===== config.mk =====
export PLATFORM = sky130hd
export DESIGN_NAME = mem_bus_arbiter
export DESIGN_NICKNAME = d
export VERILOG_FILES = /design/src/rtl/mem_bus_arbiter_pkg.sv /design/src/rtl/mem_arb_select.sv /design/src/rtl/mem_bus_arbiter.sv
export SDC_FILE = /design/constraint.sdc
export NUM_CORES = 1
export LEC_CHECK = 0
export CORE_UTILIZATION = 30
export DETAILED_ROUTE_END_ITERATION = 8
export GPL_ROUTABILITY_DRIVEN = 0
export GPL_TIMING_DRIVEN = 0
export PLACE_DENSITY = 0.57
export SLEW_MARGIN = 5
export SYNTH_ARGS = -nofsm -noshare
export SYNTH_HDL_FRONTEND = slang
export SYNTH_SLANG_ARGS = --single-unit

===== constraint.sdc =====
create_clock -name iCLK -period 5.5 [get_ports iCLK]
set_input_delay 0.825 -clock iCLK [delete_from_list [all_inputs] [get_ports iCLK]]
set_output_delay 0.825 -clock iCLK [all_outputs]
set_load 0.05 [all_outputs]

===== src/rtl/mem_bus_arbiter_pkg.sv =====
// Shared types for the two-master memory bus arbiter: FSM state and
// owner encodings, the full-word byte-enable constant and the latched command.
package mem_bus_arbiter_pkg;

    typedef enum logic [1:0] {
        IDLE    = 2'd0,
        ACCESS  = 2'd1,
        RELEASE = 2'd2
    } arbState_t;

    typedef enum logic {
        OWN_I = 1'b0,
        OWN_D = 1'b1
    } owner_t;

    localparam logic [3:0] BE_FULL = 4'b1111;

    typedef struct packed {
        logic        write;
        logic [3:0]  byteEnable;
        logic [31:0] address;
        logic [31:0] writeData;
    } memCmd_t;

endpackage


===== src/rtl/mem_arb_select.sv =====
// Winner selection between instruction and data requesters.
// Ports: iIReq, iDReq, iLastOwner in; oGrantValid, oGrantOwner out.
// Build option ARB_ROUND_ROBIN_EN: ties go to the port not granted last;
// otherwise ties go to data (fixed priority data > instruction).
module mem_arb_select
    import mem_bus_arbiter_pkg::*;
(
    input  logic   iIReq,
    input  logic   iDReq,
    input  owner_t iLastOwner,
    output logic   oGrantValid,
    output owner_t oGrantOwner
);

`ifndef ARB_ROUND_ROBIN_EN
    // Fixed priority never looks at history.
    owner_t unusedLastOwner;
    assign unusedLastOwner = iLastOwner;
`endif

    always_comb begin
        oGrantValid = iIReq | iDReq;
        oGrantOwner = OWN_I;
        if (iIReq && iDReq) begin
`ifdef ARB_ROUND_ROBIN_EN
            oGrantOwner = (iLastOwner == OWN_I) ? OWN_D : OWN_I;
`else
            oGrantOwner = OWN_D;
`endif
        end else if (iDReq) begin
            oGrantOwner = OWN_D;
        end
    end

endmodule


===== src/rtl/mem_bus_arbiter.sv =====
// Arbitrates an instruction (read-only) and a data requester onto one memory
// port with an IDLE -> ACCESS -> RELEASE FSM and an optional wait timeout.
// Ports: iCLK/iRST; I side iIReq,iIAddress -> oIAck,oIReadData,oIErr;
// D side iDReq,iDWrite,iDByteEnable,iDAddress,iDWriteData -> oDAck,
// oDReadData,oDErr; memory oM* out, iMReadData,iMReady in; oBusy, oOwner.
// Parameter TIMEOUT_CYCLES (0 disables); build macro ARB_ROUND_ROBIN_EN.
module mem_bus_arbiter
    import mem_bus_arbiter_pkg::*;
#(
    parameter int unsigned TIMEOUT_CYCLES = 255
) (
    input  logic        iCLK,
    input  logic        iRST,
    input  logic        iIReq,
    input  logic [31:0] iIAddress,
    output logic        oIAck,
    output logic [31:0] oIReadData,
    output logic        oIErr,
    input  logic        iDReq,
    input  logic        iDWrite,
    input  logic [3:0]  iDByteEnable,
    input  logic [31:0] iDAddress,
    input  logic [31:0] iDWriteData,
    output logic        oDAck,
    output logic [31:0] oDReadData,
    output logic        oDErr,
    output logic        oMReadEnable,
    output logic        oMWriteEnable,
    output logic [3:0]  oMByteEnable,
    output logic [31:0] oMAddress,
    output logic [31:0] oMWriteData,
    input  logic [31:0] iMReadData,
    input  logic        iMReady,
    output logic        oBusy,
    output logic        oOwner
);

    localparam logic [31:0] TIMEOUT_LIM = 32'(TIMEOUT_CYCLES);

    arbState_t   state, stateNext;
    owner_t      owner;
    memCmd_t     cmd;
    logic [31:0] cnt, cntInc;
    logic        err;
    logic [31:0] iReadData, dReadData;
    logic [31:0] capData;
    logic        grantValid;
    owner_t      grantOwner;
    logic        timeoutHit;

    mem_arb_select uSelect (
        .iIReq       (iIReq),
        .iDReq       (iDReq),
        .iLastOwner  (owner),
        .oGrantValid (grantValid),
        .oGrantOwner (grantOwner)
    );

    assign cntInc     = cnt + 32'd1;
    // Fires on the last permitted ACCESS cycle, so ACCESS lasts exactly
    // TIMEOUT_CYCLES cycles before the error release.
    assign timeoutHit = (TIMEOUT_LIM != 32'd0) && (cntInc == TIMEOUT_LIM);
    assign capData    = cmd.write ? 32'd0 : iMReadData;

    always_ff @(posedge iCLK or posedge iRST) begin
        if (iRST) begin
            state <= IDLE;
        end else begin
            state <= stateNext;
        end
    end

    always_comb begin
        stateNext     = state;
        oMReadEnable  = 1'b0;
        oMWriteEnable = 1'b0;
        oIAck         = 1'b0;
        oDAck         = 1'b0;
        oBusy         = 1'b1;
        unique case (state)
            IDLE: begin
                oBusy = 1'b0;
                if (grantValid) begin
                    stateNext = ACCESS;
                end
            end
            ACCESS: begin
                oMReadEnable  = ~cmd.write;
                oMWriteEnable = cmd.write;
                if (iMReady || timeoutHit) begin
                    stateNext = RELEASE;
                end
            end
            RELEASE: begin
                oIAck     = (owner == OWN_I);
                oDAck     = (owner == OWN_D);
                stateNext = IDLE;
            end
            default: begin
                stateNext = IDLE;
            end
        endcase
    end

    always_ff @(posedge iCLK or posedge iRST) begin
        if (iRST) begin
            owner     <= OWN_I;
            cmd       <= '0;
            cnt       <= '0;
            err       <= 1'b0;
            iReadData <= '0;
            dReadData <= '0;
        end else begin
            unique case (state)
                IDLE: begin
                    if (grantValid) begin
                        owner <= grantOwner;
                        cnt   <= '0;
                        if (grantOwner == OWN_D) begin
                            cmd <= {iDWrite, iDByteEnable,
                                    iDAddress, iDWriteData};
                        end else begin
                            cmd <= {1'b0, BE_FULL, iIAddress, 32'd0};
                        end
                    end
                end
                ACCESS: begin
                    if (iMReady) begin
                        err <= 1'b0;
                        if (owner == OWN_D) begin
                            dReadData <= capData;
                        end else begin
                            iReadData <= capData;
                        end
                    end else begin
                        cnt <= cntInc;
                        if (timeoutHit) begin
                            err <= 1'b1;
                            if (owner == OWN_D) begin
                                dReadData <= '0;
                            end else begin
                                iReadData <= '0;
                            end
                        end
                    end
                end
                default: begin
                end
            endcase
        end
    end

    assign oMByteEnable = cmd.byteEnable;
    assign oMAddress    = cmd.address;
    assign oMWriteData  = cmd.writeData;
    assign oIReadData   = iReadData;
    assign oDReadData   = dReadData;
    assign oIErr        = oIAck & err;
    assign oDErr        = oDAck & err;
    assign oOwner       = owner;

endmodule


# Word level (Yosys, flattened, before mapping)
# Index checks and enable logic that the tools add are counted.
# word_totals
word_cells,58
inputBits,138
regBits,169
# op_classes
n_reduce_logical,11
addsub,1
n_mux,25
bitwise_logic,5
eq_ne,6
# ops
operator,n
$mux 32,11
$mux 69,1
$pmux 32 s2,1
$add 32x1->32 const B,1
$eq 32x8->1 const B,1
$mux 1,9
$reduce_and 3->1,3
$ne 2x2->1 const B,3
$reduce_and 2->1,3
$mux 2,2
$pmux 2 s2,1
$reduce_bool 2->1,2
$and 1x1->1,2
$eq 2x1->1 const B,1
$eq 2x2->1 const B,1
$logic_not 2->1,1
$not 1->1,2
$logic_and 1x1->1,1
$logic_or 1x1->1,1
$or 1x1->1,1

# Logic depth before layout (Yosys ltp)
# depth
ltp_word,5
mapped_depth,10
mapped_depth_nobuf,9

# By module
# Synthesis repeated with hierarchy kept, for this count alone.
# unflattened
cells_unflattened,1060
hier_area_um2,8992.4
# by_module_without_submodules
mod,instances,cells_each,area_each_um2
mem_bus_arbiter,1,1058,8982.4
mem_arb_select,1,2,10.0

# Worst setup path before layout
# OpenSTA, ideal clock, no wires.
# synth_path
path_type,flip-flop to output port
start,"reg owner, in the netlist oOwner"
end,out oIErr
path_buffers,0
required_ps,4675
stages_incl_launch_ff,3
slack_ps,2236
arrival_ps,2439
cell_sequence,dfrtp_1 nor3b_1 and2_1
# synth_between
elab_chain_len,3
# synth_rtl
item,line,source
from (decl),mem_bus_arbiter.sv:41,owner_t owner;
from (signal assigned),mem_bus_arbiter.sv:117,owner <= grantOwner;
$not 1->1 (no source line),-,
$mux 1,mem_bus_arbiter.sv:80,unique case (state)
named net oIAck,mem_bus_arbiter.sv:16,"output logic oIAck,"
$and 1x1->1,mem_bus_arbiter.sv:158,assign oIErr = oIAck & err;
to (decl),mem_bus_arbiter.sv:18,"output logic oIErr,"
# The timed path passes the listed nets, and every way through them passes these cells.

# Worst setup path after layout
# layout_path
start,reg cnt[0]
end,"reg dReadData[0], in the netlist oDReadData[0]"
# layout_between
elab_chain_len,4
# layout_rtl
item,line,source
from (decl),mem_bus_arbiter.sv:43,"logic [31:0] cnt, cntInc;"
from (signal assigned),mem_bus_arbiter.sv:136,cnt <= cntInc;
$add 32x1->32,mem_bus_arbiter.sv:59,assign cntInc = cnt + 32'd1;
$eq 32x8->1,mem_bus_arbiter.sv:62,assign timeoutHit = (TIMEOUT_LIM != 32'd0) && (cntInc == TIMEOUT_LIM);
$reduce_bool 2->1 (no source line),-,
$reduce_and 3->1 (no source line),-,
to (signal assigned),mem_bus_arbiter.sv:131,dReadData <= capData;
to (decl),mem_bus_arbiter.sv:45,"logic [31:0] iReadData, dReadData;"
# Every way passes these cells.
# A chain may end at the register's enable or synchronous reset.

==> flow_metrics.env <==
export IMPL_clkLatencyLatePin_ps=430
export IMPL_cts_hold_buf=0
export IMPL_synth_ff_type="dfrtp_1"
export IMPL_portBuffers=276
export IMPL_area_growth_pct=44.1
export IMPL_die_area_um2=29800
export IMPL_grt_max_degree=113
export IMPL_cts_htree_levels=4
export IMPL_syn_area_um2=8720
export IMPL_post_cts_buffers=0
export IMPL_die_y_um=172
export IMPL_drive_gt1_share_pct=13.6
export IMPL_post_dp_cell_area_um2=12000
export IMPL_antenna_cells=0
export IMPL_fin_ws_ps=2140
export IMPL_skew_ps=15.6
export IMPL_ios=278
export IMPL_track_usage_pct=18.5
export IMPL_criticalPathCategory="flop to flop"
export IMPL_num_rows=62
export IMPL_max_freq_mhz=298
export IMPL_fin_setup_tns_ps=0
export IMPL_synth_edff_count=0
export IMPL_ctsRootBufferMaster="clkbuf_16"
export IMPL_avgRoutedWirePerCell_um=16.7
export IMPL_grt_first_pass_wirelength_um=42000
export IMPL_numCtsBuffers=17
export IMPL_period_share_pct=61.1
export IMPL_remaining_drc_errors=0
export IMPL_dp_cells=1584
export IMPL_drtIter0Drc=457
export IMPL_cts_resized=0
export IMPL_drt_first_pass_iters=5
export IMPL_slew_viol_final=0
export IMPL_cts_tree="yes"
export IMPL_cts_buffer_depth=2
export IMPL_ant_nets=0
export IMPL_cts_sinks=169
export IMPL_grt_ovfl_total=0
export IMPL_yosysUniqueCellTypes=57
export IMPL_via_per_inst=4.68
export IMPL_vias=7565
export IMPL_rsz0062_at_grt="false"
export IMPL_worst_pin_slew_ps=901
export IMPL_setup_violations=0
export IMPL_relSlewSlack_pct=40.0
export IMPL_power_density_nw_per_um2=600
export IMPL_grt_pass1_vias=7499
export IMPL_antenna_found_initial=0
export IMPL_synth_seq_cells=169
export IMPL_fin_cells=1616
export IMPL_worstPathRequired_ps=5810
export IMPL_yosys_warnings=0
export IMPL_holdWs_ps=482
export IMPL_min_period_ps=3360
export IMPL_endpoint_kind="flop"
export IMPL_cp_arrival_ps=3670
export IMPL_place_ws_ps=2140
export IMPL_start_kind="flop"
export IMPL_hpwl_um=20000
export IMPL_synth_nets=1063
export IMPL_synth_seq_area_share_pct=48.5
export IMPL_maxCapViolations=0
export IMPL_stdcell_area_um2=12600
export IMPL_fp_coreArea_um2=28600
export IMPL_nFillCells=2811
export IMPL_synth_cells=923
export IMPL_clkTransAtPathRegs_ps=80
export IMPL_wl_um=27000
export IMPL_vdd_drop_max_v=0.000362
export IMPL_finalNetCount=1359
export IMPL_hold_viol_final=0
export IMPL_p_leak_nw=5.41
export IMPL_hold_class="flop to flop"
export IMPL_initial_utilization_pct=30.5
export IMPL_crit_fanout=10
export IMPL_async_flop_share_pct=100
export IMPL_synth_area_per_cell_um2=9.45
export IMPL_status="complete, no violations"
export IMPL_die_width_um=172
synthesized netlist by cell type, types with 10 or more instances:
cell | count | share of area [%]
a31oi_1 | 16 | 1.1
nand4_1 | 13 | 0.93
nor2_1 | 130 | 5.6
inv_1 | 10 | 0.43
dfrtp_1 | 169 | 48
nand3_1 | 11 | 0.63
nand2_1 | 58 | 2.5
a22o_1 | 33 | 3.3
nor2_2 | 30 | 2.2
a21oi_1 | 71 | 4.1
nand2b_1 | 33 | 2.4
mux2i_1 | 33 | 3.8
clkbuf_1 | 43 | 1.9
buf_4 | 72 | 6.2
o21ai_0 | 86 | 4.9
cells by family after synthesis:
| family | after synthesis | share of synthesized area (%) |
|---|---|---|
| AO/OA/AOI/OAI | 239 | 16.9 |
| XOR/XNOR | 11 | 1.10 |
| adder cells (fa/ha/maj) | 2 | 0.287 |
| buffers and inverters | 144 | 10.2 |
| flip-flops | 169 | 48.5 |
| multiplexers | 33 | 3.79 |
| AND/OR/NAND/NOR | 325 | 19.3 |
final timing paths:
check | startpoint | slack (ps) | cells past startpoint | endpoint
max | cnt[0] | 2140 | 10 | oDReadData[0]
min | oMAddress[0] | 480 | 2 | oMAddress[0]
max reg2reg | cnt[0] | 2140 | 10 | oDReadData[0]
min reg2reg | oMAddress[0] | 480 | 2 | oMAddress[0]
max in group asynchronous | iRST | 3790 | 3 | oDReadData[28]
min in group asynchronous | iRST | 790 | 2 | oMWriteData[11]
registers in the layout (all words and copies together) (netlist names), 2 cells and up:
signal and count:
oMAddress 32, cnt 32, oMWriteData 32, oMByteEnable 4
oIReadData 32, state 2, oDReadData 32
per-stage QoR:
step | util (%) | power (mW)
global placement | 41.8 | 6.37
floorplan | - | 4.91
finish | 43.9 | 7.54
detailed placement | 41.9 | 6.39
CTS | 43.9 | 7.62
global route | 43.9 | 7.95
critical path, cell delays in order (launching register included):
cell	delay (ps)
dfrtp_1	520
ha_1	280
nand3_2	220
nor4_1	370
buf_2	320
o2111ai_1	200
a211oi_2	300
nand4_4	190
nor4_4	530
buf_6	250
nor2_2	50
layout make-up:
cell class / count / area (µm²) / share of cell area, %
clock inverters: 13 / 126 / 1.01
flip-flops and latches: 169 / 4230 / 33.6
well taps: 384 / 480 / 3.82
inverters: 10 / 45.0 / 0.358
clock buffers: 19 / 443 / 3.52
multi-input cells: 610 / 3610 / 28.7
repair buffers: 277 / 2790 / 22.2
plain buffers: 134 / 848 / 6.75
metal layers:
| layer | vias to the layer above | wire (µm) | part of all wire [%] | global-route usage, % |
|---|---|---|---|---|
| li1 | 3715 | - | - | - |
| met1 | 3572 | 11900 | 44 | 24.0 |
| met2 | 257 | 12600 | 47 | 29.6 |
| met3 | 21 | 2190 | 8.1 | 6.18 |
| met4 | 0 | 291 | 1.1 | 4.31 |
| met5 | - | 0 | 0 | 0 |
where the power goes:
part / total, mW / switching, mW / internal [mW]
Combinational: 4.32 / 2.76 / 1.57
Clock: 1.20 / 0.586 / 0.615
Sequential: 2.01 / 0.302 / 1.71
cell usage in the layout (no fill, tap or decap), types with 3 or more instances in the layout:
cell type	count
clkdlybuf4s50_1	276
dfrtp_1	169
nor2_1	130
o21ai_0	86
buf_4	72
a21oi_1	71
nand2_1	58
clkbuf_1	44
nand2b_1	33
mux2i_1	33
a22o_1	33
nor2_2	30
clkbuf_16	17
a31oi_1	16
nand4_1	13
nand3_1	11
buf_6	9
inv_1	9
nor3_1	8
inv_8	8
o31ai_1	7
buf_2	6
xnor2_1	6
and3_1	6
and2_1	6
xor2_1	5
or3_1	4
nand4_4	4
nor4_1	4
buf_1	4
o22a_1	4
clkinvlp_4	4
nor4_4	3
nor3b_1	3
a211oi_1	3
o41ai_1	3
(Power assumes the default switching activity.)
